## config.mk

```make
export PLATFORM = sky130hd
export DESIGN_NAME = spi_initiator
export DESIGN_NICKNAME = d
export VERILOG_FILES = /design/src/rtl/spi_initiator_pkg.sv /design/src/rtl/spi_initiator.sv
export SDC_FILE = /design/constraint.sdc
export NUM_CORES = 1
export LEC_CHECK = 0
export ABC_AREA = 1
export BUFFER_PORTS_ARGS = -buffer_cell sky130_fd_sc_hd__buf_2
export CAP_MARGIN = 25
export CORE_AREA = 5 5 111 61
export CTS_CLUSTER_DIAMETER = 200
export DETAILED_ROUTE_END_ITERATION = 8
export DIE_AREA = 0 0 116 66
export PLACE_DENSITY = 0.78
export SLEW_MARGIN = 10
export SYNTH_ARGS = -nofsm -noshare
export SYNTH_HDL_FRONTEND = slang
export SYNTH_SLANG_ARGS = --single-unit
```

## constraint.sdc

```tcl
create_clock -name clk -period 2 [get_ports clk]
set_clock_uncertainty 0.15 [all_clocks]
set_input_delay 0.1 -clock clk [delete_from_list [all_inputs] [get_ports clk]]
set_output_delay 0.1 -clock clk [all_outputs]
set_load 0.02 [all_outputs]
```

## src/rtl/spi_initiator_pkg.sv

```systemverilog
// Shared types for the SPI initiator: FSM state encoding.
package spi_initiator_pkg;

  localparam logic [2:0] ST_IDLE  = 3'd0;
  localparam logic [2:0] ST_SETUP = 3'd1;
  localparam logic [2:0] ST_HIGH  = 3'd2;
  localparam logic [2:0] ST_LOW   = 3'd3;
  localparam logic [2:0] ST_DONE  = 3'd4;

  typedef enum logic [2:0] {
    IDLE  = ST_IDLE,
    SETUP = ST_SETUP,
    HIGH  = ST_HIGH,
    LOW   = ST_LOW,
    DONE  = ST_DONE
  } spi_init_state_t;

endpackage

```

## src/rtl/spi_initiator.sv

```systemverilog
// SPI mode-0 initiator: shifts one BIT_WIDTH packet out on mosi while capturing miso.
// One packet in flight; the reply is held in DONE until recv_rdy, send_val is ignored while busy.
module spi_initiator
  import spi_initiator_pkg::*;
#(
  parameter int BIT_WIDTH = 20,
  parameter int CLK_DIV   = 4
) (
  input  logic                 clk,
  input  logic                 reset,
  input  logic [BIT_WIDTH-1:0] send_msg,
  input  logic                 send_val,
  output logic                 send_rdy,
  output logic [BIT_WIDTH-1:0] recv_msg,
  output logic                 recv_parity,
  output logic                 recv_val,
  input  logic                 recv_rdy,
  output logic                 cs,
  output logic                 sclk,
  output logic                 mosi,
  input  logic                 miso
);

  localparam int CW = $clog2(CLK_DIV + 1);
  localparam int BW = $clog2(BIT_WIDTH + 1);
  localparam logic [CW-1:0] HALF_LOAD = CW'(CLK_DIV - 1);
  localparam logic [BW-1:0] LAST_BIT  = BW'(BIT_WIDTH);

  spi_init_state_t      state_q, state_d;
  logic [CW-1:0]        half_q, half_d;
  logic [BW-1:0]        bits_q, bits_d;
  logic [BIT_WIDTH-1:0] tx_q, tx_d;
  logic [BIT_WIDTH-1:0] rx_q, rx_d;
  logic cs_q, cs_d, sclk_q, sclk_d, mosi_q, mosi_d;
  logic val_q, val_d, par_q, par_d, rdy_q, rdy_d;
  logic half_done;

  assign half_done = (half_q == '0);

  always_comb begin
    state_d = state_q;
    half_d  = half_q;
    bits_d  = bits_q;
    tx_d    = tx_q;
    rx_d    = rx_q;
    cs_d    = cs_q;
    sclk_d  = sclk_q;
    mosi_d  = mosi_q;
    val_d   = val_q;
    par_d   = par_q;
    rdy_d   = rdy_q;
    unique case (state_q)
      IDLE: begin
        if (send_val && rdy_q) begin
          tx_d    = send_msg;
          mosi_d  = send_msg[BIT_WIDTH-1];
          cs_d    = 1'b0;
          rdy_d   = 1'b0;
          half_d  = HALF_LOAD;
          bits_d  = '0;
          state_d = SETUP;
        end
      end
      SETUP, LOW: begin
        if (!half_done) begin
          half_d = half_q - CW'(1);
        end else if (state_q == LOW && bits_q == LAST_BIT) begin
          state_d = DONE;
          cs_d    = 1'b1;
          val_d   = 1'b1;
          par_d   = ^rx_q;
        end else begin
          // miso seen here is the value driven during the preceding low phase
          state_d = HIGH;
          sclk_d  = 1'b1;
          rx_d    = {rx_q[BIT_WIDTH-2:0], miso};
          bits_d  = bits_q + BW'(1);
          half_d  = HALF_LOAD;
        end
      end
      HIGH: begin
        if (!half_done) begin
          half_d = half_q - CW'(1);
        end else begin
          state_d = LOW;
          sclk_d  = 1'b0;
          half_d  = HALF_LOAD;
          tx_d    = tx_q << 1;
          mosi_d  = (bits_q == LAST_BIT) ? 1'b0 : tx_q[BIT_WIDTH-2];
        end
      end
      DONE: begin
        if (recv_rdy) begin
          state_d = IDLE;
          val_d   = 1'b0;
          rdy_d   = 1'b1;
        end
      end
      default: state_d = IDLE;
    endcase
  end

  always_ff @(posedge clk or posedge reset) begin
    if (reset) begin
      state_q <= IDLE;
      half_q  <= '0;
      bits_q  <= '0;
      tx_q    <= '0;
      rx_q    <= '0;
      cs_q    <= 1'b1;
      sclk_q  <= 1'b0;
      mosi_q  <= 1'b0;
      val_q   <= 1'b0;
      par_q   <= 1'b0;
      rdy_q   <= 1'b1;
    end else begin
      state_q <= state_d;
      half_q  <= half_d;
      bits_q  <= bits_d;
      tx_q    <= tx_d;
      rx_q    <= rx_d;
      cs_q    <= cs_d;
      sclk_q  <= sclk_d;
      mosi_q  <= mosi_d;
      val_q   <= val_d;
      par_q   <= par_d;
      rdy_q   <= rdy_d;
    end
  end

  assign send_rdy    = rdy_q;
  assign recv_msg    = rx_q;
  assign recv_parity = par_q;
  assign recv_val    = val_q;
  assign cs          = cs_q;
  assign sclk        = sclk_q;
  assign mosi        = mosi_q;

endmodule

```

== Yosys cells after proc, flatten, opt, wreduce, memory -nomap -nowiden ==
Cells that the tools add are included.

* Bits in registers: 56
* Input bits: 25
* Output and inout bits: 26
* Word-level logic and storage cells: 82

* $add $sub $neg: 2
* Equal/unequal tests: 12
* Multiplexer cells: 34
* Bitwise logic cells: 1
* Reductions and logical operators: 22

{| class="wikitable"
|+ Operators by type and width
! cell !! count
|-
| $mux 19 || 2
|-
| $pmux 19 s2 || 1
|-
| $mux 3 || 9
|-
| $reduce_and 4->1 || 5
|-
| $reduce_xor 20->1 || 1
|-
| $mux 5 || 3
|-
| $reduce_and 3->1 || 5
|-
| $ne 2x2->1 const B || 6
|-
| $pmux 3 s4 || 1
|-
| $mux 1 || 11
|-
| $pmux 1 s2 || 5
|-
| $pmux 5 s2 || 1
|-
| $reduce_bool 2->1 || 5
|-
| $pmux 3 s3 || 1
|-
| $eq 3x2->1 const B || 2
|-
| $logic_not 3->1 || 2
|-
| $add 5x1->5 const B || 1
|-
| $eq 5x5->1 const B || 1
|-
| $eq 3x1->1 const B || 1
|-
| $eq 3x3->1 const B || 1
|-
| $ne 3x3->1 const B || 1
|-
| $reduce_bool 3->1 || 1
|-
| $sub 3x1->3 const B || 1
|-
| $logic_and 1x1->1 || 2
|-
| 2 further kinds || 2
|}

== Depth between registers and ports, before layout ==
Gate-level depths: netlist of the first run.

* Depth in word-level cells: 5
* Depth in mapped cells: 13
* Gate-level depth less buffers: 12

== Worst setup path after synthesis of the first run ==
Ideal clock, no wire load.

* Path type: register to register
* Start: register half_q[0]
* End: register tx_q[16]
* Library setup time: 117 ps
* Arrival time: 1507 ps
* Data required time: 1733 ps
* Path slack: 226 ps
* Stages on the path, launching flop included: 13
* Path buffers: 1
* Clock period less this slack: 1774 ps
* Cells stage by stage: dfrtp_1 inv_1 ha_1 inv_1 nor2_2 inv_1 nand2_2 nand2_2 nor3_4 nand2_4 inv_8 buf_6 o21ai_2

* Word-level cells in the longest chain between the ends: 3

{| class="wikitable"
|+ RTL lines
! what !! line !! text
|-
| start: declaration || spi_initiator.sv:30 || <nowiki>logic [CW-1:0] half_q, half_d;</nowiki>
|-
| start signal: assignment || spi_initiator.sv:118 || <nowiki>half_q <= half_d;</nowiki>
|-
| $logic_not 3->1 || spi_initiator.sv:38 || <nowiki>assign half_done = (half_q == '0);</nowiki>
|-
| $ne 2x2->1 (no line) || -- ||
|-
| $reduce_and 3->1 (no line) || -- ||
|-
| end signal: assignment || spi_initiator.sv:120 || <nowiki>tx_q <= tx_d;</nowiki>
|-
| end: declaration || spi_initiator.sv:32 || <nowiki>logic [BIT_WIDTH-1:0] tx_q, tx_d;</nowiki>
|}

Every way passes these cells.
A chain may end at the register's enable or synchronous reset.

== Worst setup path after layout of the first run ==
* Start: register half_q[0]
* End: register tx_q[6]

Same word-level chain as after synthesis.

==> impl_metrics.yaml, run 1 <==
run_status:
  status: "complete, but fails checks"
  failed_checks: "hold timing"
final_layout:
  antenna_cells: 0
  fin_cells: 542
  n_fill_cell: 459
  area_delta_synth_final_pct: 29.4
  drive_gt1_share_pct: 29.9
  fin_nets: 493
  final_core_util_pct: 69.3
global_routing:
  grt_remaining_overflow: 0
  grt_max_degree: 41
  antenna_found_initial: 0
  grt_use_total_pct: 19.0
  grt_pass1_wl_um: 11500
  grt_pass1_vias: 2369
floorplanning:
  die_x_um: 116
  num_rows: 20
  die_area_sq_um: 7660
  io_pins: 51
  die_y_um: 66
  core_area_sq_um: 5760
  start_util_pct: 53.5
placed_design:
  gp_congestion: 0.869
  dp.cells: 506
  place_hpwl_um: 4720
  port_buffers: 50
worst_setup_path:
  crit_family: "simple AND/OR/NAND/NOR gates"
  worst-path-max-fanout: 9
  cp.arrival_ns: 2.04
  critPathRequiredTime_ns: 2.08
  cp_slowest_stage_delay_ns: 0.38
  end_kind: "flop"
  slowest_stage: "dfrtp_1"
  cp-start-kind: "flop"
  crit_path_cell_trace: "inv_2 -> ha_4 -> inv_2 -> nor2_4 -> inv_2 -> nand2_2 -> nand2_2 -> nor3_4 -> buf_12 -> nand2_8 -> clkinv_8 -> nand2_2 -> o21ai_2"
  critPathKind: "flop to flop"
  cp.buffers_inverters: 5
drt:
  route.detailed.drc: 0
  antenna_left: 0
  vias: 2730
  viasPerCell: 5.04
  drt_iter0_drc: 144
  drt_wl_total_um: 7700
  firstDrtPassIters: 4
  wl_per_cell_um: 14.2
timing:
  hold_violations: 1
  slew_violations: 0
  period_share_pct: 98.4
  hold_ws_ns: -0.00108
  slew_headroom_pct: 65.4
  setup_viol: 0
  post-route-min-period_ns: 1.97
  fmax_ghz: 0.508
  tightest_slew_ns: 0.518
logic_synthesis:
  yosys.area.top_type: "dfrtp_1"
  ys_ff_latch: 56
  syn-instance-count: 385
  synth.top_cells.by_area: "dfrtp_1 (44%), nand2_1 (15%), inv_1 (5.6%), o21ai_2 (5.1%), o21ai_0 (3.1%)"
  async_reset_ff_share_pct: 100
  synth_most_common_cell: "nand2_1"
  yosysUniqueCellTypes: 33
  netlist_top_cells_count: "nand2_1 (123), dfrtp_1 (54), inv_1 (46)"
  ys.flop_type: "dfrtp_1"
  netlist.area_leader.share_pct: 43.8
  synth_edf_count: 0
  ys_seq_area_share_pct: 45.6
  synth_nets: 414
  netlist_area_sq_um: 3080
  yosys_warnings: 0
  avgSynthCellArea_sq_um: 8.00
clock_network:
  tritoncts: "built"
  cts.path.max_buffers: 2
  clkTransAtPathRegs_ns: 0.08
  cts_buffers: 5
  htreeDepth: 2
  root_buffer: "clkbuf_16"
  clock-sinks: 56
  clk_latency_ns: 0.29
power:
  finalPower_mw: 2.50
  p_leak_nw: 2.10
  powerDensity_nw_per_um2: 626
  peakVddDrop_v: 0.000543
flow_run:
  drv_cap: 0
min_path:
  min_path_type: "input pin to flop"
-- timing repair --
action                                  4_1_cts  5_1_grt
setup buffers                                 0        6
resized for setup                             1       18
cloned                                        0        7
pin swaps                                     0        6
endpoints found under the setup margin        2       23
endpoints found under the hold margin        32        0
hold buffers                                 15        0
-- through the flow --
step	hold WS [ns]	setup TNS, ns	cell area (sq um)	setup slack, ns
5_1_grt	0.00821	-0.856	3990	-0.0665
3_3_place_gp	-0.00772	0	3400	0.133
3_5_place_dp	-0.00937	0	3400	0.0247
6_report	-0.00108	0	3990	0.0311
2_1_floorplan	0.0725	0	3080	0.226
4_1_cts	0.00347	0	3770	0.0340
-- worst min-delay path: stages --
cell     delay, ns
buf_2         0.07
nand2_1       0.04
o21ai_1       0.09
nand2_2       0.06
o21ai_2       0.04
-- cells by family (layout without fill, tap and decap cells) --
group / count (synthesis) / in the layout / share of synthesized area, %
and+or+nand+nor: 174 / 175 / 24.7
AOI/OAI and AO/OA: 69 / 69 / 14.0
buffers and inverters: 68 / 147 / 10.1
DFF: 56 / 56 / 45.6
xor gates and xnor gates: 14 / 14 / 3.98
adders and majority gates: 4 / 4 / 1.62
-- area by class of cell --
| cell class | count | area [sq um] | share of cell area (%) |
|---|---|---|---|
| Clock inverter | 3 | 90.1 | 2.26 |
| Timing Repair inverter | 5 | 73.8 | 1.85 |
| Clock buffer | 5 | 125 | 3.14 |
| Timing Repair Buffer | 77 | 546 | 13.7 |
| Multi-Input combinational cell | 262 | 1410 | 35.4 |
| Tap cell | 77 | 96.3 | 2.42 |
| Sequential cell | 56 | 1400 | 35.2 |
| Inverter | 57 | 240 | 6.02 |
-- path summary, 6_finish.rpt --
kind | from | end | slack (ns) | depth (start not counted)
hold reg to reg | mosi | mosi | 0.34 | 2
hold / removal | send_msg[12] | tx_q[12] | -0.001 | 5
max in group asynchronous | reset | send_rdy | 0.88 | 4
setup reg to reg | half_q[0] | tx_q[6] | 0.03 | 13
setup / recovery | half_q[0] | tx_q[6] | 0.03 | 13
min in group asynchronous | reset | tx_q[8] | 0.21 | 3
-- metal layers --
metal / GRT usage, % / wire length (um)
met4: 4.05 / 70
met2: 27.6 / 3300
met5: 0 / 0
met3: 3.66 / 482
met1: 29.2 / 3850
-- power by group --
| part | switching, mW | total (mW) | internal, mW |
|---|---|---|---|
| clock | 0.410 | 1.25 | 0.844 |
| sequential | 0.00154 | 1.13 | 1.13 |
| combinational | 0.0536 | 0.107 | 0.0532 |
-- layout by cell type, fill, tap and decap left out, types with 15 or more instances in the layout --
cell,n
buf_2,50
dfrtp_1,54
dlygate4sd3_1,15
inv_1,41
inv_2,15
nand2_1,122
nand2_2,15
o21ai_0,19
o21ai_1,16
o21ai_2,18
-- state kept, by name (all words and copies together) (netlist names) --
name         flops
bits_q           5
sclk             1
recv_parity      1
cs               1
mosi             1
recv_val         1
tx_q            19
state_q          3
recv_msg        20
half_q           3
send_rdy         1
Note: power is estimated with default switching activity, not from simulation.
==> run 2: changes to the inputs <==
--- a/config.mk
+++ b/config.mk
@@ -6,13 +6,13 @@
 export NUM_CORES = 1
 export LEC_CHECK = 0
 export ABC_AREA = 1
-export BUFFER_PORTS_ARGS = -buffer_cell sky130_fd_sc_hd__buf_2
 export CAP_MARGIN = 25
-export CORE_AREA = 5 5 111 61
+export CORE_AREA = 5 5 105 58
 export CTS_CLUSTER_DIAMETER = 200
 export DETAILED_ROUTE_END_ITERATION = 8
-export DIE_AREA = 0 0 116 66
-export PLACE_DENSITY = 0.78
+export DIE_AREA = 0 0 110 63
+export DONT_BUFFER_PORTS = 1
+export PLACE_DENSITY = 0.77
 export SLEW_MARGIN = 10
 export SYNTH_ARGS = -nofsm -noshare
 export SYNTH_HDL_FRONTEND = slang
==> run 2 against run 1 <==
Critical path depth decreased by 1. Power decreased by 25%. Die area decreased by 9.5%. Global-route usage increased by 0.88 points. Non-clock buffer count decreased by 41. Fmax increased by 0.65%. Sequential share of layout area increased by 3.1 points. The run now ends clean. Via count decreased by 7.5%. Worst setup slack improved by 0.013 ns. Cell area decreased by 8.1%. Cell count decreased by 8.3%.
==> impl_metrics.yaml, run 2 (synthesized netlist as in run 1, its figures left out) <==
global_routing:
  met2_usage_pct: 28.2
  grt_pass1_wl_um: 10900
  busiest_layer: "met1"
  antenna_found_initial: 0
  gr-usage-met1_pct: 29.9
  grt_use_total_pct: 19.9
  use_met3_pct: 5.26
  grt_remaining_overflow: 0
  grt_pass1_vias: 2279
  grt_max_degree: 42
final_layout:
  most-common-layout-cells: "nand2_1 (123), dfrtp_1 (54), inv_1 (41)"
  fin_nets: 452
  final_common_cell: "nand2_1"
  drive_gt1_share_pct: 19.6
  area_delta_synth_final_pct: 19.0
  n_fill_cell: 415
  antenna_cells: 0
  final_core_util_pct: 71.1
  largest_reg_flops: 20
worst_setup_path:
  rr_worst_depth: 12
  end_kind: "flop"
  cp-start-kind: "flop"
  crit_end: "tx_q[2]"
  r2r_setup_slack_ns: 0.04
  slowest_stage: "dfrtp_1"
  critPathRequiredTime_ns: 2.05
  crit_top_cell: "inv_2"
  cp_slowest_stage_delay_ns: 0.39
  crit_path_cell_trace: "inv_2 -> ha_4 -> inv_2 -> nor2_4 -> inv_2 -> nand2_2 -> nand2_2 -> nor3_4 -> buf_6 -> nand2_8 -> clkinv_8 -> o21ai_2"
  cp.arrival_ns: 2.01
  worst-path-max-fanout: 9
  r2r-end: "tx_q[2]"
  cp-startpoint: "half_q[0]"
  r2r-start: "half_q[0]"
  critPathKind: "flop to flop"
clock_network:
  tritoncts: "built"
  clock-sinks: 56
  root_buffer: "clkbuf_8"
  cts_buffers: 5
  clk_latency_ns: 0.30
  htreeDepth: 2
  clkTransAtPathRegs_ns: 0.10
  cts.path.max_buffers: 2
placed_design:
  gp_congestion: 0.793
  port_buffers: 0
  place_hpwl_um: 4520
power:
  peakVddDrop_v: 0.000311
  powerDensity_nw_per_um2: 509
  power.share.clock_pct: 34.1
  power.switching_uw: 402
  p_comb_share_pct: 5.0
  p_leak_nw: 1.82
  swShare_pct: 21.5
  internal_power_mw: 1.46
  seqPwrFrac_pct: 60.9
  finalPower_mw: 1.86
flow_run:
  drv_cap: 0
floorplanning:
  die_x_um: 110
  num_rows: 19
  core_area_sq_um: 5160
  io_pins: 51
  start_util_pct: 59.7
  die_area_sq_um: 6930
  die_y_um: 63
timing:
  setup_viol: 0
  period_share_pct: 97.8
  slew_headroom_pct: 64.5
  post-route-min-period_ns: 1.96
  slew_violations: 0
  fmax_ghz: 0.511
  hold_violations: 0
  tightest_slew_ns: 0.532
drt:
  route.detailed.drc: 0
  wl_per_cell_um: 14.1
  drt_iter0_drc: 161
  firstDrtPassIters: 4
  viasPerCell: 5.08
  drt_wl_total_um: 7000
  vias: 2525
  antenna_left: 0
min_path:
  min_path_type: "input pin to async pin"
run_status:
  status: "finished clean"
## run 2: per-layer routing
metal  up-vias  routed length (um)
li1       1284                   -
met1      1161                3440
met2        72                3030
met3         8                 434
met4         0                  95
met5         -                   0
## run 2: area by class of cell
cell class	count	area, sq um	share of cell area, %
Multi-Input combinational cell	262	1410	38.5
Timing Repair inverter	5	76.3	2.08
Clock buffer	8	90.1	2.46
Sequential cell	56	1400	38.3
Timing Repair Buffer	36	352	9.59
Inverter	57	240	6.55
Tap cell	73	91.3	2.49
## run 2: worst max-delay path, delay by kind of cell (launching register included)
family                     cells  cell delay, ns
AOI/OAI and AO/OA              1            0.06
adders and majority gates      1            0.13
and+or+nand+nor                5            0.65
buffers and inverters          5            0.48
DFF                            1            0.39
## run 2: power by group through the flow
stage,combinational [mW],sequential [mW],clock (mW)
5_1_grt,0.107,1.14,0.702
3_3_place_gp,0.0537,1.16,0
6_report,0.0935,1.14,0.636
3_5_place_dp,0.0536,1.16,0
4_1_cts,0.0932,1.14,0.654
2_1_floorplan,0.0402,1.16,0
## run 2: repair_timing
action	in CTS	in global routing
hold endpoints to repair	80	0
gates resized for setup	1	19
setup buffers	0	5
cloned	0	6
pin swaps	0	4
setup endpoints to repair	7	20
hold buffers	26	0
## run 2: through the flow
step	TNS, ns	hold WS, ns	instances	cell area [sq um]	worst slack [ns]
5_1_grt	-1.02	0.192	497	3670	-0.0566
4_1_cts	0	0.170	486	3490	0.0239
6_report	0	0.170	497	3670	0.0437
3_3_place_gp	0	-0.269	452	3130	0.125
2_1_floorplan	0	0.0725	385	3080	0.226
3_5_place_dp	0	-0.272	452	3130	0.00505
## run 2: worst min path at each step
stage / end / slack [ns] / cells after the start
final: bits_q[4] / 0.17 / 3
after floorplan: tx_q[0] / 0.07 / 2
after global placement: recv_msg[13] / -0.27 / 1
after CTS: tx_q[2] / 0.17 / 3
after global routing: bits_q[3] / 0.19 / 3
after detailed placement: recv_msg[12] / -0.27 / 1
